**src/rtl/addrgen_pkg.sv**
```systemverilog
// Shared constants, lane request type and address helper for the addrgen pipeline.
// Counter width is only used when ADDRGEN_COUNT_EN is defined.
package addrgen_pkg;
  localparam int COORD_W   = 11;
  localparam int ADDR_W    = 32;
  localparam int OFFS_W    = 24;
  localparam int PIX_SHIFT = 1;
  localparam int MUL_W     = 2 * COORD_W;
  localparam int SUM_W     = MUL_W + 1;
  localparam int NUM_LANES = 2;
  localparam int CNT_W     = 22;

  typedef struct packed {
    logic [COORD_W-1:0] x;
    logic [COORD_W-1:0] y;
    logic [ADDR_W-1:0]  base;
  } coord_t;

  // 16 bpp: pixel index shifted to bytes, zero-extended, added modulo 2^32.
  function automatic logic [ADDR_W-1:0] pix_addr(input logic [ADDR_W-1:0]  base,
                                                 input logic [MUL_W-1:0]   mul,
                                                 input logic [COORD_W-1:0] x);
    logic [SUM_W-1:0]  sum;
    logic [OFFS_W-1:0] offs;
    sum  = SUM_W'(mul) + SUM_W'(x);
    offs = OFFS_W'(sum) << PIX_SHIFT;
    return base + ADDR_W'(offs);
  endfunction
endpackage

```
**src/rtl/addrgen_lane.sv**
```systemverilog
// One address lane: registered y*hres in stage 1, final base+offset add in stage 2.
module addrgen_lane
  import addrgen_pkg::*;
(
  input  logic               clk,
  input  logic               rst,
  input  logic               ce1_i,
  input  logic               ce2_i,
  input  logic [COORD_W-1:0] hres_i,
  input  coord_t             crd_i,
  output logic [ADDR_W-1:0]  addr_o
);
  logic [MUL_W-1:0]   mul_q, mul_d;
  logic [COORD_W-1:0] x_q;
  logic [ADDR_W-1:0]  base_q;
  logic [ADDR_W-1:0]  addr_q, addr_d;

  always_comb begin
    mul_d  = MUL_W'(crd_i.y) * MUL_W'(hres_i);
    addr_d = pix_addr(base_q, mul_q, x_q);
  end

  always_ff @(posedge clk) begin
    if (rst) begin
      mul_q  <= '0;
      x_q    <= '0;
      base_q <= '0;
      addr_q <= '0;
    end else begin
      if (ce1_i) begin
        mul_q  <= mul_d;
        x_q    <= crd_i.x;
        base_q <= crd_i.base;
      end
      if (ce2_i) addr_q <= addr_d;
    end
  end

  assign addr_o = addr_q;
endmodule

```
**src/rtl/addrgen.sv**
```systemverilog
// Two-stage dst/src framebuffer address generator with ready/next handshakes.
// Optional accepted-output counter enabled by defining ADDRGEN_COUNT_EN.
module addrgen
  import addrgen_pkg::*;
(
  input  logic               clk,
  input  logic               rst,
  input  logic [COORD_W-1:0] hres,
  input  logic [ADDR_W-1:0]  dst_base,
  input  logic [ADDR_W-1:0]  src_base,
  input  logic [COORD_W-1:0] td_x,
  input  logic [COORD_W-1:0] td_y,
  input  logic [COORD_W-1:0] ts_x,
  input  logic [COORD_W-1:0] ts_y,
  input  logic               bc_ready,
  output logic               bc_next,
  output logic [ADDR_W-1:0]  dst_addr,
  output logic [ADDR_W-1:0]  src_addr,
  output logic               ag_ready,
  input  logic               ag_next
`ifdef ADDRGEN_COUNT_EN
  ,
  input  logic               count_clr,
  output logic [CNT_W-1:0]   pixel_count
`endif
);
  localparam int STAGES = 2;

  logic [STAGES:1] vld_pipe_q, vld_pipe_d;
  logic            ce1, ce2;
  coord_t [NUM_LANES-1:0]             crd;
  logic   [NUM_LANES-1:0][ADDR_W-1:0] addr;

  // Stage 2 advances when empty or drained; stage 1 when empty or stage 2 advances.
  assign ce2 = ~vld_pipe_q[2] | ag_next;
  assign ce1 = ~vld_pipe_q[1] | ce2;
  // Pipeline is being emptied while rst is high, so offer acceptance.
  assign bc_next = ce1 | rst;

  always_comb begin
    vld_pipe_d = vld_pipe_q;
    if (ce1) vld_pipe_d[1] = bc_ready;
    if (ce2) vld_pipe_d[2] = vld_pipe_q[1];
  end

  always_ff @(posedge clk) begin
    if (rst) vld_pipe_q <= '0;
    else     vld_pipe_q <= vld_pipe_d;
  end

  assign crd[0] = '{x: td_x, y: td_y, base: dst_base};
  assign crd[1] = '{x: ts_x, y: ts_y, base: src_base};

  for (genvar l = 0; l < NUM_LANES; l++) begin : g_lane
    addrgen_lane u_lane (
      .clk    (clk),
      .rst    (rst),
      .ce1_i  (ce1),
      .ce2_i  (ce2),
      .hres_i (hres),
      .crd_i  (crd[l]),
      .addr_o (addr[l])
    );
  end

  assign dst_addr = addr[0];
  assign src_addr = addr[1];
  assign ag_ready = vld_pipe_q[2];

`ifdef ADDRGEN_COUNT_EN
  logic [CNT_W-1:0] cnt_q, cnt_d;

  always_comb begin
    cnt_d = cnt_q;
    if (count_clr)               cnt_d = '0;
    else if (ag_ready & ag_next) cnt_d = cnt_q + CNT_W'(1);
  end

  always_ff @(posedge clk) begin
    if (rst) cnt_q <= '0;
    else     cnt_q <= cnt_d;
  end

  assign pixel_count = cnt_q;
`endif
endmodule

```
**config.mk**
```make
export PLATFORM = sky130hd
export DESIGN_NAME = addrgen
export DESIGN_NICKNAME = d
export VERILOG_FILES = /design/src/rtl/addrgen_pkg.sv /design/src/rtl/addrgen_lane.sv /design/src/rtl/addrgen.sv
export SDC_FILE = /design/constraint.sdc
export NUM_CORES = 1
export LEC_CHECK = 0
export ABC_AREA = 1
export ABC_CLOCK_PERIOD_IN_PS = 11600
export CORE_ASPECT_RATIO = 1.75
export CORE_MARGIN = 2
export CORE_UTILIZATION = 43
export DETAILED_ROUTE_END_ITERATION = 10
export PLACE_DENSITY = 0.66
export SETUP_SLACK_MARGIN = 0.5
export SLEW_MARGIN = 20
export SYNTH_ARGS = -nofsm -noshare
export SYNTH_HDL_FRONTEND = slang
export SYNTH_SLANG_ARGS = --single-unit
```
**constraint.sdc**
```tcl
create_clock -name clk -period 11.6 [get_ports clk]
set_input_delay 3.48 -clock clk [delete_from_list [all_inputs] [get_ports clk]]
set_output_delay 3.48 -clock clk [all_outputs]
set_load 0.05 [all_outputs]
```
[Yosys cells after proc, flatten, opt, wreduce, memory -nomap -nowiden]
Cells that the tools add are included.
Storage, ports and cells
  bits of input ports: 123
  register bits after elaboration: 196
  output and inout port bits: 66
  logic and storage cells: 21
Operators by class
  multipliers: 2
  bitwise operators: 5
  add/sub/neg operators: 4
Operator list (count)
  $add 32x24->32: 2
  $add 22x11->23: 2
  $mul 11x11->22: 2
  $or 1x1->1: 3
  $not 1->1: 2

[Logic depth before layout (Yosys ltp)]
Gate-level depths: netlist of run 1.
  depth in word-level cells: 4
  depth in mapped cells: 25
  gate-level depth less buffers: 24

[Cells and area by module]
From an unflattened synthesis of run 1, not the netlist that was laid out.
Unflattened totals
  cells, all modules: 3237
  area, all modules: 21023.9 um^2
Modules (own cells, without submodules)
  addrgen_lane (g_lane[1].u_lane): area each 10516.3 um^2, sequential area each 1941.9 um^2, cells each 1614, instances 1
  addrgen_lane (g_lane[0].u_lane): area each 10416.2 um^2, sequential area each 1941.9 um^2, cells each 1612, instances 1
  addrgen: area each 91.3 um^2, sequential area each 40.0 um^2, cells each 11, instances 1

[Worst setup path before layout of run 1]
OpenSTA, ideal clock, no wires.
  path type: input to output
  start point: input port ag_next
  end point: output port bc_next
  stages on the path: 5
  data arrival time: 4.455 ns
  buffers on the path: 1
  setup slack: 3.665 ns
  data required time: 8.120 ns
  path through: nor2_4 -> inv_2 -> nor2_4 -> clkbuf_1 -> nand2_1
On the way
  cells in the longest elaborated chain, start to end: 3
Ends and longest elaborated chain
  start, declared: line addrgen.sv:20  | input logic ag_next
  $or 1x1->1: line addrgen.sv:35  | assign ce2 = ~vld_pipe_q[2] | ag_next;
  $or 1x1->1: line addrgen.sv:36  | assign ce1 = ~vld_pipe_q[1] | ce2;
  $or 1x1->1: line addrgen.sv:38  | assign bc_next = ce1 | rst;
  end, declared: line addrgen.sv:16  | output logic bc_next,
No other way between the ends.

[Worst setup path after layout of run 1]
Ends and elaborated chain as after synthesis.

==> results of run 1 <==
-- synthesized netlist by cell type, drive strengths merged (40+ instances only) --
library cell	instances	area, um^2
ha	188	2350
nand2	822	3100
xor2	60	526
a21oi	133	669
dfxtp	196	3920
o21ai	201	1010
o21bai	40	300
nand3	161	806
nor2	328	1250
clkbuf	80	300
inv	720	2700
fa	164	3280
-- per-stage QoR --
step	setup slack, ps	hold slack, ps	total power [W]
floorplan	3660	444	0.00323
global placement	2030	459	0.00402
detailed placement	2000	466	0.00405
CTS	2010	480	0.00470
global route	1830	494	0.00519
finish	2030	477	0.00465
-- metal layers --
| metal | GRT usage, % | part of all wire, % | vias to the layer above |
|---|---|---|---|
| met5 | 0 | 0.029 | - |
| met4 | 10.7 | 4.3 | 2 |
| met3 | 2.28 | 3.6 | 116 |
| met2 | 43.0 | 52 | 441 |
| met1 | 25.6 | 41 | 8765 |
| li1 | - | - | 9897 |
-- worst reg2reg max path: cells and delay by family (launching register included) --
family,cells,cell delay (ps)
simple gates,10,1190
buf+inv,2,110
flops,1,340
fa+ha+maj,3,920
compound gates,4,1070
-- logic make-up after synthesis --
group                    count (synthesis)  synth area share (%)
buffers and inverters                  826                  15.0
XOR/XNOR                                80                  3.34
adder cells (fa/ha/maj)                352                  26.9
flip-flops                             196                  18.7
AO/OA/AOI/OAI                          391                  10.1
AND/OR/NAND/NOR                       1365                  26.0
-- sequential cells by signal, indices dropped and copies added, names as in the netlist --
signal and cells:
g_lane.u_lane.x_q 22, g_lane.u_lane.base_q 64, g_lane.u_lane.mul_q 44, vld_pipe_q 2, g_lane.u_lane.addr_o 64
-- final timing paths --
path | from | to | slack (ps) | depth (start not counted)
setup / recovery | ag_next | bc_next | 2030 | 6
hold / removal | g_lane[1].u_lane.mul_q[0] | g_lane[1].u_lane.mul_q[0] | 480 | 2
setup reg to reg | g_lane[0].u_lane.mul_q[0] | g_lane[0].u_lane.addr_o[28] | 7880 | 19
hold reg to reg | g_lane[1].u_lane.mul_q[0] | g_lane[1].u_lane.mul_q[0] | 480 | 2
-- layout by cell type (no fill, tap or decap), types with 3 or more instances in the layout --
cell type	count
a21boi_0	3
a21o_1	7
a21oi_1	132
and2_1	4
buf_4	7
clkbuf_16	17
clkdlybuf4s50_1	188
clkinv_4	3
dfxtp_1	196
fa_1	164
ha_1	188
inv_1	717
inv_6	3
inv_8	3
nand2_1	818
nand2_2	4
nand3_1	161
nand4_1	13
nor2_1	324
nor3_1	30
nor4_1	3
o211ai_1	4
o21ai_0	196
o21ai_1	4
o21bai_1	40
xnor2_1	20
xor2_1	60
-- report_power, final --
group	switching (W)	internal (W)
sequential	0.0000812	0.000809
combinational	0.00201	0.00113
clock	0.000289	0.000330
-- final cells by class --
class | instances | area share [%]
Inverter | 720 | 11.3
Clock buffer | 18 | 1.84
Tap cell | 654 | 3.42
Timing Repair Buffer | 195 | 8.10
Antenna cell | 1 | 0.0105
Multi-Input combinational cell | 2188 | 58.2
Sequential cell | 196 | 16.4
Clock inverter | 14 | 0.696
==> results.yml, run 1 <==
synth:
  post_synthesis_instance_area_um2: 21000
  synthesis.instances: 3210
  syn-num-nets: 3685
  synth-warning-count: 0
  postSynth.asyncResetShare_pct: 0
  post_synth.cell_area_avg_um2: 6.53
  post_synth_num_cell_types: 36
  synth-main-ff-cell: "dfxtp_1"
  post_synth_edffs: 0
  synth_seq_area_share_pct: 18.7
  synth.ff_latch_count: 196
detailed_routing:
  drt_first_iter_violations: 849
  drtAntennaViolNets: 0
  drt_pass1_iterations: 5
  num_vias: 19200
  wirelength_um: 56100
  post-route-drc-count: 0
  routed_wire_length_per_instance_um: 14.1
  vias_per_cell: 4.82
timing:
  slew_headroom_pct: 31.1
  report.final.slew_viol_count: 0
  unrepaired_setup_endpoints_after_global_routing: "no"
  hold_violations: 0
  layout_min_cycle_time_ps: 9570
  max_freq_ghz: 0.105
  fin_crit_share_pct: 82.5
  final-setup-viol-count: 0
  fin_tns_setup_ps: 0
  worst-slew-pin-transition_ps: 1030
  clock-skew-final_ps: 10.2
floorplanning:
  core-area_um2: 48500
  io_pins: 189
  die_height_um: 296
  die_x_um: 171
  floorplan.initialDensity_pct: 43.3
  floorplan.rows: 107
  dieArea_um2: 50600
critical_path:
  cp.buffers_inverters: 3
  critical_path_rt_ps: 8120
  critPathMaxStageDelay_ps: 730
  setup.worst_path.start_class: "input pin"
  ws_path_type: "in -> out"
  crit_chain: "clkdlybuf4s50_1, nor2_4, inv_2, nor2_4, nand2_1, clkdlybuf4s50_1"
  worst-endpoint-arrival_ps: 6090
  critical_path_peak_fanout: 35
  critPathTopFamily: "buffers and inverters"
  crit_path_slowest_cell: "clkdlybuf4s50_1"
  critPathCaptureType: "primary output"
global_route:
  global_route_wire_length_before_repair_um: 92500
  grt_max_degree: 88
  groute.usage.overall_pct: 22.9
  first_global_vias: 19200
  grt_remaining_overflow: 0
  antenna_found_initial: 2
min_path:
  hp-class: "reg -> reg"
clocking:
  cts_inserted_buffers: 17
  cts_root_buf: "clkbuf_16"
  tritoncts: "yes"
  cts_htree_levels: 4
  cts.sink_count: 196
  postCtsSetupRepairBufs: 0
  clkSlewWorstSetupHoldPaths_ps: 70
  clk_latency_ps: 470
  cts_hold_buffers: 0
  post_cts.resized_instances: 0
  cts_max_path_buffers: 2
final_layout:
  filler_cell_count: 5064
  nets: 3793
  fin_area_um2: 23900
  final_util_pct: 49.3
  drive_gt1_share_pct: 1.59
  multi_input_combinational_cell_area_um2: 13900
  area_growth_syn_to_fin_pct: 14.0
  finalNonFillerCells: 3986
  final-seq-area_um2: 3920
status:
  outcome: "finished clean"
job:
  max_cap_violations: 0
pwr:
  worst_ir_drop_vdd_mv: 0.129
  power_per_cell_area_nw_per_um2: 195
  cellLeakagePower_nw: 13.8
place:
  final_weighted_congestion_in_routability_driven_placement: 0.939
  dpl_cells: 3953
  placement.cell_area_um2: 23300
  dp_hpwl_um: 45000
  numPortBuffers: 188
No activity file was read; power rests on OpenSTA's default activity.
==> inputs of run 2 (changes only) <==
--- a/config.mk
+++ b/config.mk
@@ -6,7 +6,7 @@
 export NUM_CORES = 1
 export LEC_CHECK = 0
 export ABC_AREA = 1
-export ABC_CLOCK_PERIOD_IN_PS = 11600
+export ABC_CLOCK_PERIOD_IN_PS = 9800
 export CORE_ASPECT_RATIO = 1.75
 export CORE_MARGIN = 2
 export CORE_UTILIZATION = 43
==> constraint.sdc (replaced) <==
create_clock -name clk -period 9.8 [get_ports clk]
set_input_delay 2.94 -clock clk [delete_from_list [all_inputs] [get_ports clk]]
set_output_delay 2.94 -clock clk [all_outputs]
set_load 0.05 [all_outputs]
==> results.yml, run 2 (synthesis gave the netlist of run 1 again) <==
clocking:
  cts_root_buf: "clkbuf_16"
  clkSlewWorstSetupHoldPaths_ps: 70
  tritoncts: "yes"
  post_cts.resized_instances: 0
  clk_latency_ps: 460
  cts_inserted_buffers: 17
  cts_hold_buffers: 0
  cts.sink_count: 196
  cts_htree_levels: 4
  postCtsSetupRepairBufs: 0
  cts_max_path_buffers: 2
global_route:
  groute.usage.overall_pct: 22.9
  global_route_wire_length_before_repair_um: 92800
  grt_remaining_overflow: 0
  antenna_found_initial: 1
  grt_max_degree: 98
  first_global_vias: 19200
final_layout:
  finalNonFillerCells: 3989
  area_growth_syn_to_fin_pct: 14.0
  fin_area_um2: 23900
  insertedDiodeCount: 0
  final_util_pct: 49.3
  layout.cells.most_common_list: "818 x nand2_1, 717 x inv_1, 324 x nor2_1"
  nets: 3797
  drive_gt1_share_pct: 1.71
  layout.cells.most_common: "nand2_1"
timing:
  fin_tns_setup_ps: 0
  unrepaired_setup_endpoints_after_global_routing: "no"
  final_critical_path_setup_slack_ps: 1980
  report.final.slew_viol_count: 0
  max_freq_ghz: 0.128
  fin_crit_share_pct: 79.8
  final-setup-viol-count: 0
  slew_headroom_pct: 32.2
  hold_violations: 0
  clock-skew-final_ps: 12.6
  layout_min_cycle_time_ps: 7820
  worst-slew-pin-transition_ps: 1010
pwr:
  power.clock.fraction_pct: 12.9
  switching_power_w: 0.00281
  power.sequential.fraction_pct: 19.2
  p_comb_share_pct: 68.0
  switching_portion_of_total_power_pct: 51.3
  cellLeakagePower_nw: 13.9
  power_per_cell_area_nw_per_um2: 229
  worst_ir_drop_vdd_mv: 0.171
  power_report.internal_total_w: 0.00267
critical_path:
  dominant_cell_type_by_count_on_the_critical_path: "fa_1"
  crit_path_slowest_cell: "clkdlybuf4s50_1"
  ws_path_type: "in -> reg"
  worst_reg_to_reg_path_cell_count: 19
  critPathCaptureType: "register"
  critPathMaxStageDelay_ps: 1010
  timing.reg2reg.setup_slack_ps: 6100
  reg2reg_from: "g_lane[0].u_lane.x_q[0]"
  worst-endpoint-arrival_ps: 8230
  r2r_end: "g_lane[0].u_lane.addr_o[28]"
  crit_chain: "clkdlybuf4s50_1, nand2_1, fa_1, inv_1, fa_1, fa_1, fa_1, inv_1, fa_1, inv_1, ha_1, nand2_1, nor2_1, nand3_1, nand3_1, nand2_1, a21o_1, nand3_1, nand2_1, inv_1"
  critical_path_rt_ps: 10210
  critical_path_peak_fanout: 22
  setup.worst_path.start_class: "input pin"
place:
  detailedPlace.worstSlack_ps: 1480
  dp_hpwl_um: 45400
  dpl_cells: 3957
  placement.cell_area_um2: 23300
  numPortBuffers: 188
  final_weighted_congestion_in_routability_driven_placement: 0.913
job:
  max_cap_violations: 0
detailed_routing:
  wirelength_um: 56300
  routed_wire_length_per_instance_um: 14.1
  drt_pass1_iterations: 7
  post-route-drc-count: 0
  num_vias: 19300
  vias_per_cell: 4.84
  drtAntennaViolNets: 0
  drt_first_iter_violations: 991
min_path:
  hold_depth: 2
  hp-class: "reg -> reg"
  worstHoldEndpoint: "g_lane[0].u_lane.mul_q[0]"
  startpoint_of_the_lowest_slack_hold_path: "g_lane[0].u_lane.mul_q[0]"
status:
  outcome: "finished clean"
floorplanning:
  io_pins: 189
  dieArea_um2: 50600
  floorplan.rows: 107
  die_x_um: 171
  die_height_um: 296
  core-area_um2: 48500
  floorplan.initialDensity_pct: 43.3
-- run 2: power groups by stage --
stage	logic (W)	clock network, W	registers [W]
5_1_grt	0.00428	0.000749	0.00107
3_3_place_gp	0.00373	0	0.00107
2_1_floorplan	0.00254	0	0.00128
3_5_place_dp	0.00374	0	0.00107
6_report	0.00372	0.000704	0.00105
4_1_cts	0.00377	0.000724	0.00105
-- run 2: area by class of cell --
cell class | count | area [um^2]
Multi-Input combinational cell | 2188 | 13900
Fill cell | 5103 | 24600
Clock buffer | 20 | 457
Timing Repair Buffer | 199 | 1960
Tap cell | 654 | 818
Sequential cell | 196 | 3920
Clock inverter | 12 | 120
Inverter | 720 | 2710
-- run 2: through the flow --
step                hold WS [ps]  power (W)
CTS                          475    0.00555
detailed placement           462    0.00481
global placement             460    0.00480
global route                 501    0.00610
finish                       473    0.00548
floorplan                    444    0.00382
-- run 2: critical path, delay by kind of cell --
| kind | cells | cell delay [ps] |
|---|---|---|
| compound gates | 1 | 170 |
| buf+inv | 5 | 1190 |
| fa+ha+maj | 6 | 2960 |
| simple gates | 8 | 960 |
-- run 2: metal layers --
metal	up-vias	global-route usage [%]	share of wire [%]	routed length, um
met1	8868	26.3	41	23100
met5	-	0	0.016	9
li1	9913	-	-	-
met3	99	2.34	3.4	1900
met2	419	43.2	52	29200
met4	2	9.20	3.7	2080
-- run 2: worst max-delay path by stage --
stage,start,depth (start not counted),to,slack [ps]
2_1_floorplan,ts_y[0],20,g_lane[1].u_lane.mul_q[21],2600
3_3_place_gp,hres[9],21,g_lane[1].u_lane.mul_q[16],1500
3_5_place_dp,hres[9],20,g_lane[1].u_lane.mul_q[21],1480
4_1_cts,hres[9],20,g_lane[1].u_lane.mul_q[17],1970
5_1_grt,hres[9],21,g_lane[1].u_lane.mul_q[16],1550
6_report,hres[3],20,g_lane[1].u_lane.mul_q[17],1980
==> inputs of run 3 (changes only) <==
--- a/config.mk
+++ b/config.mk
@@ -6,7 +6,7 @@
 export NUM_CORES = 1
 export LEC_CHECK = 0
 export ABC_AREA = 1
-export ABC_CLOCK_PERIOD_IN_PS = 9800
+export ABC_CLOCK_PERIOD_IN_PS = 7200
 export CORE_ASPECT_RATIO = 1.75
 export CORE_MARGIN = 2
 export CORE_UTILIZATION = 43
==> constraint.sdc (replaced) <==
create_clock -name clk -period 7.2 [get_ports clk]
set_input_delay 2.16 -clock clk [delete_from_list [all_inputs] [get_ports clk]]
set_output_delay 2.16 -clock clk [all_outputs]
set_load 0.05 [all_outputs]
==> results.yml, run 3 (synthesis gave the netlist of run 1 again) <==
status:
  outcome: "finished clean"
final_layout:
  fin_area_um2: 24500
  nets: 3834
  area_growth_syn_to_fin_pct: 16.7
  drive_gt1_share_pct: 3.56
  layout.cells.most_common: "nand2_1"
  layout.cells.most_common_list: "812 x nand2_1, 717 x inv_1, 321 x nor2_1"
clocking:
  cts_max_path_buffers: 2
  postCtsSetupRepairBufs: 0
  cts_hold_buffers: 0
  cts_root_buf: "clkbuf_16"
  cts_htree_levels: 4
  tritoncts: "yes"
  clk_latency_ps: 470
  cts.sink_count: 196
  clkSlewWorstSetupHoldPaths_ps: 70
  cts_inserted_buffers: 17
job:
  max_cap_violations: 0
critical_path:
  ws_path_type: "in -> reg"
  reg2reg_from: "g_lane[1].u_lane.mul_q[0]"
  setup.worst_path.start_class: "input pin"
  worst-endpoint-arrival_ps: 6860
  worst_reg_to_reg_path_cell_count: 20
  r2r_end: "g_lane[1].u_lane.addr_o[29]"
  critical_path_rt_ps: 7570
  crit_path_start: "hres[10]"
  critical_path_peak_fanout: 8
  critPathCaptureType: "register"
  timing.reg2reg.setup_slack_ps: 3550
global_route:
  groute.usage.overall_pct: 22.8
  antenna_found_initial: 4
  global_route_wire_length_before_repair_um: 92100
  first_global_vias: 19000
  grt_max_degree: 91
  grt_remaining_overflow: 0
floorplanning:
  floorplan.initialDensity_pct: 43.3
  dieArea_um2: 50600
  core-area_um2: 48500
  floorplan.rows: 107
  die_height_um: 296
  io_pins: 189
  die_x_um: 171
timing:
  report.final.slew_viol_count: 0
  fin_tns_setup_ps: 0
  final-setup-viol-count: 0
  clock-skew-final_ps: 11.1
  max_freq_ghz: 0.154
  slew_headroom_pct: 37.2
  fin_crit_share_pct: 90.1
  worst-slew-pin-transition_ps: 942
  layout_min_cycle_time_ps: 6490
  hold_violations: 0
  unrepaired_setup_endpoints_after_global_routing: "yes"
min_path:
  hold_depth: 2
  hp-class: "reg -> reg"
  startpoint_of_the_lowest_slack_hold_path: "g_lane[1].u_lane.mul_q[0]"
  worstHoldEndpoint: "g_lane[1].u_lane.mul_q[0]"
detailed_routing:
  num_vias: 19300
  drt_first_iter_violations: 847
  drt_pass1_iterations: 5
  routed_wire_length_per_instance_um: 14.1
  vias_per_cell: 4.78
  drtAntennaViolNets: 0
  post-route-drc-count: 0
  wirelength_um: 57000
place:
  numPortBuffers: 188
  final_weighted_congestion_in_routability_driven_placement: 0.914
  dp_hpwl_um: 46200
  placement.cell_area_um2: 23600
pwr:
  power_per_cell_area_nw_per_um2: 316
  cellLeakagePower_nw: 14.2
  worst_ir_drop_vdd_mv: 0.227
## run 3: per-layer routing
metal | GRT usage [%] | routed length [um]
met4 | 11.2 | 2550
met5 | 0 | 37
met3 | 2.50 | 1940
met2 | 43.2 | 29600
met1 | 24.9 | 22800
## run 3: worst max path at each step
stage	end	slack, ps
2_1_floorplan	g_lane[1].u_lane.mul_q[21]	780
3_3_place_gp	g_lane[1].u_lane.mul_q[21]	150
3_5_place_dp	g_lane[1].u_lane.mul_q[21]	80
4_1_cts	g_lane[1].u_lane.mul_q[21]	570
5_1_grt	g_lane[1].u_lane.mul_q[16]	490
6_report	g_lane[1].u_lane.mul_q[19]	710
## run 3: through the flow
stage	setup slack, ps	hold WS (ps)	power, W	cells	util [%]
6_report	714	477	0.00773	4027	50.5
5_1_grt	493	497	0.00855	4027	50.5
4_1_cts	572	480	0.00755	4023	50.0
3_5_place_dp	79.5	467	0.00654	3991	48.8
3_3_place_gp	146	461	0.00649	3991	48.8
2_1_floorplan	785	444	0.00520	3210	-
## run 3: power by group
part | switching [W] | internal [W]
logic | 0.00336 | 0.00197
clock network | 0.000473 | 0.000495
registers | 0.000130 | 0.00130
total | 0.00397 | 0.00377
## run 3: layout make-up
| class | count | area, um^2 |
|---|---|---|
| repair buffers | 236 | 2410 |
| multi-input cells | 2188 | 14000 |
| clock inverters | 14 | 141 |
| inverters | 720 | 2710 |
| fillers | 5039 | 24000 |
| clock buffers | 18 | 439 |
| well taps | 654 | 818 |
| flip-flops and latches | 196 | 3920 |
| diodes | 1 | 2.50 |
## run 3: repair_timing
action | 4_1_cts | 5_1_grt
endpoints found under the hold margin | 0 | 0
setup endpoints to repair | 0 | 24
gates resized for setup | 0 | 44
## run 3: critical path, cell delays in order
cell and delay [ps]:
clkdlybuf4s50_1 510, buf_4 230, nand2_1 80, inv_1 80, fa_1 530, inv_1 50
fa_1 530, inv_1 50, fa_1 520, inv_1 50, fa_1 520, inv_1 40
ha_1 290, ha_2 380, nand2_2 110, nor4_2 290, nand2_1 120, nand3_1 80
nand3_1 90, nand2_1 100, inv_1 40
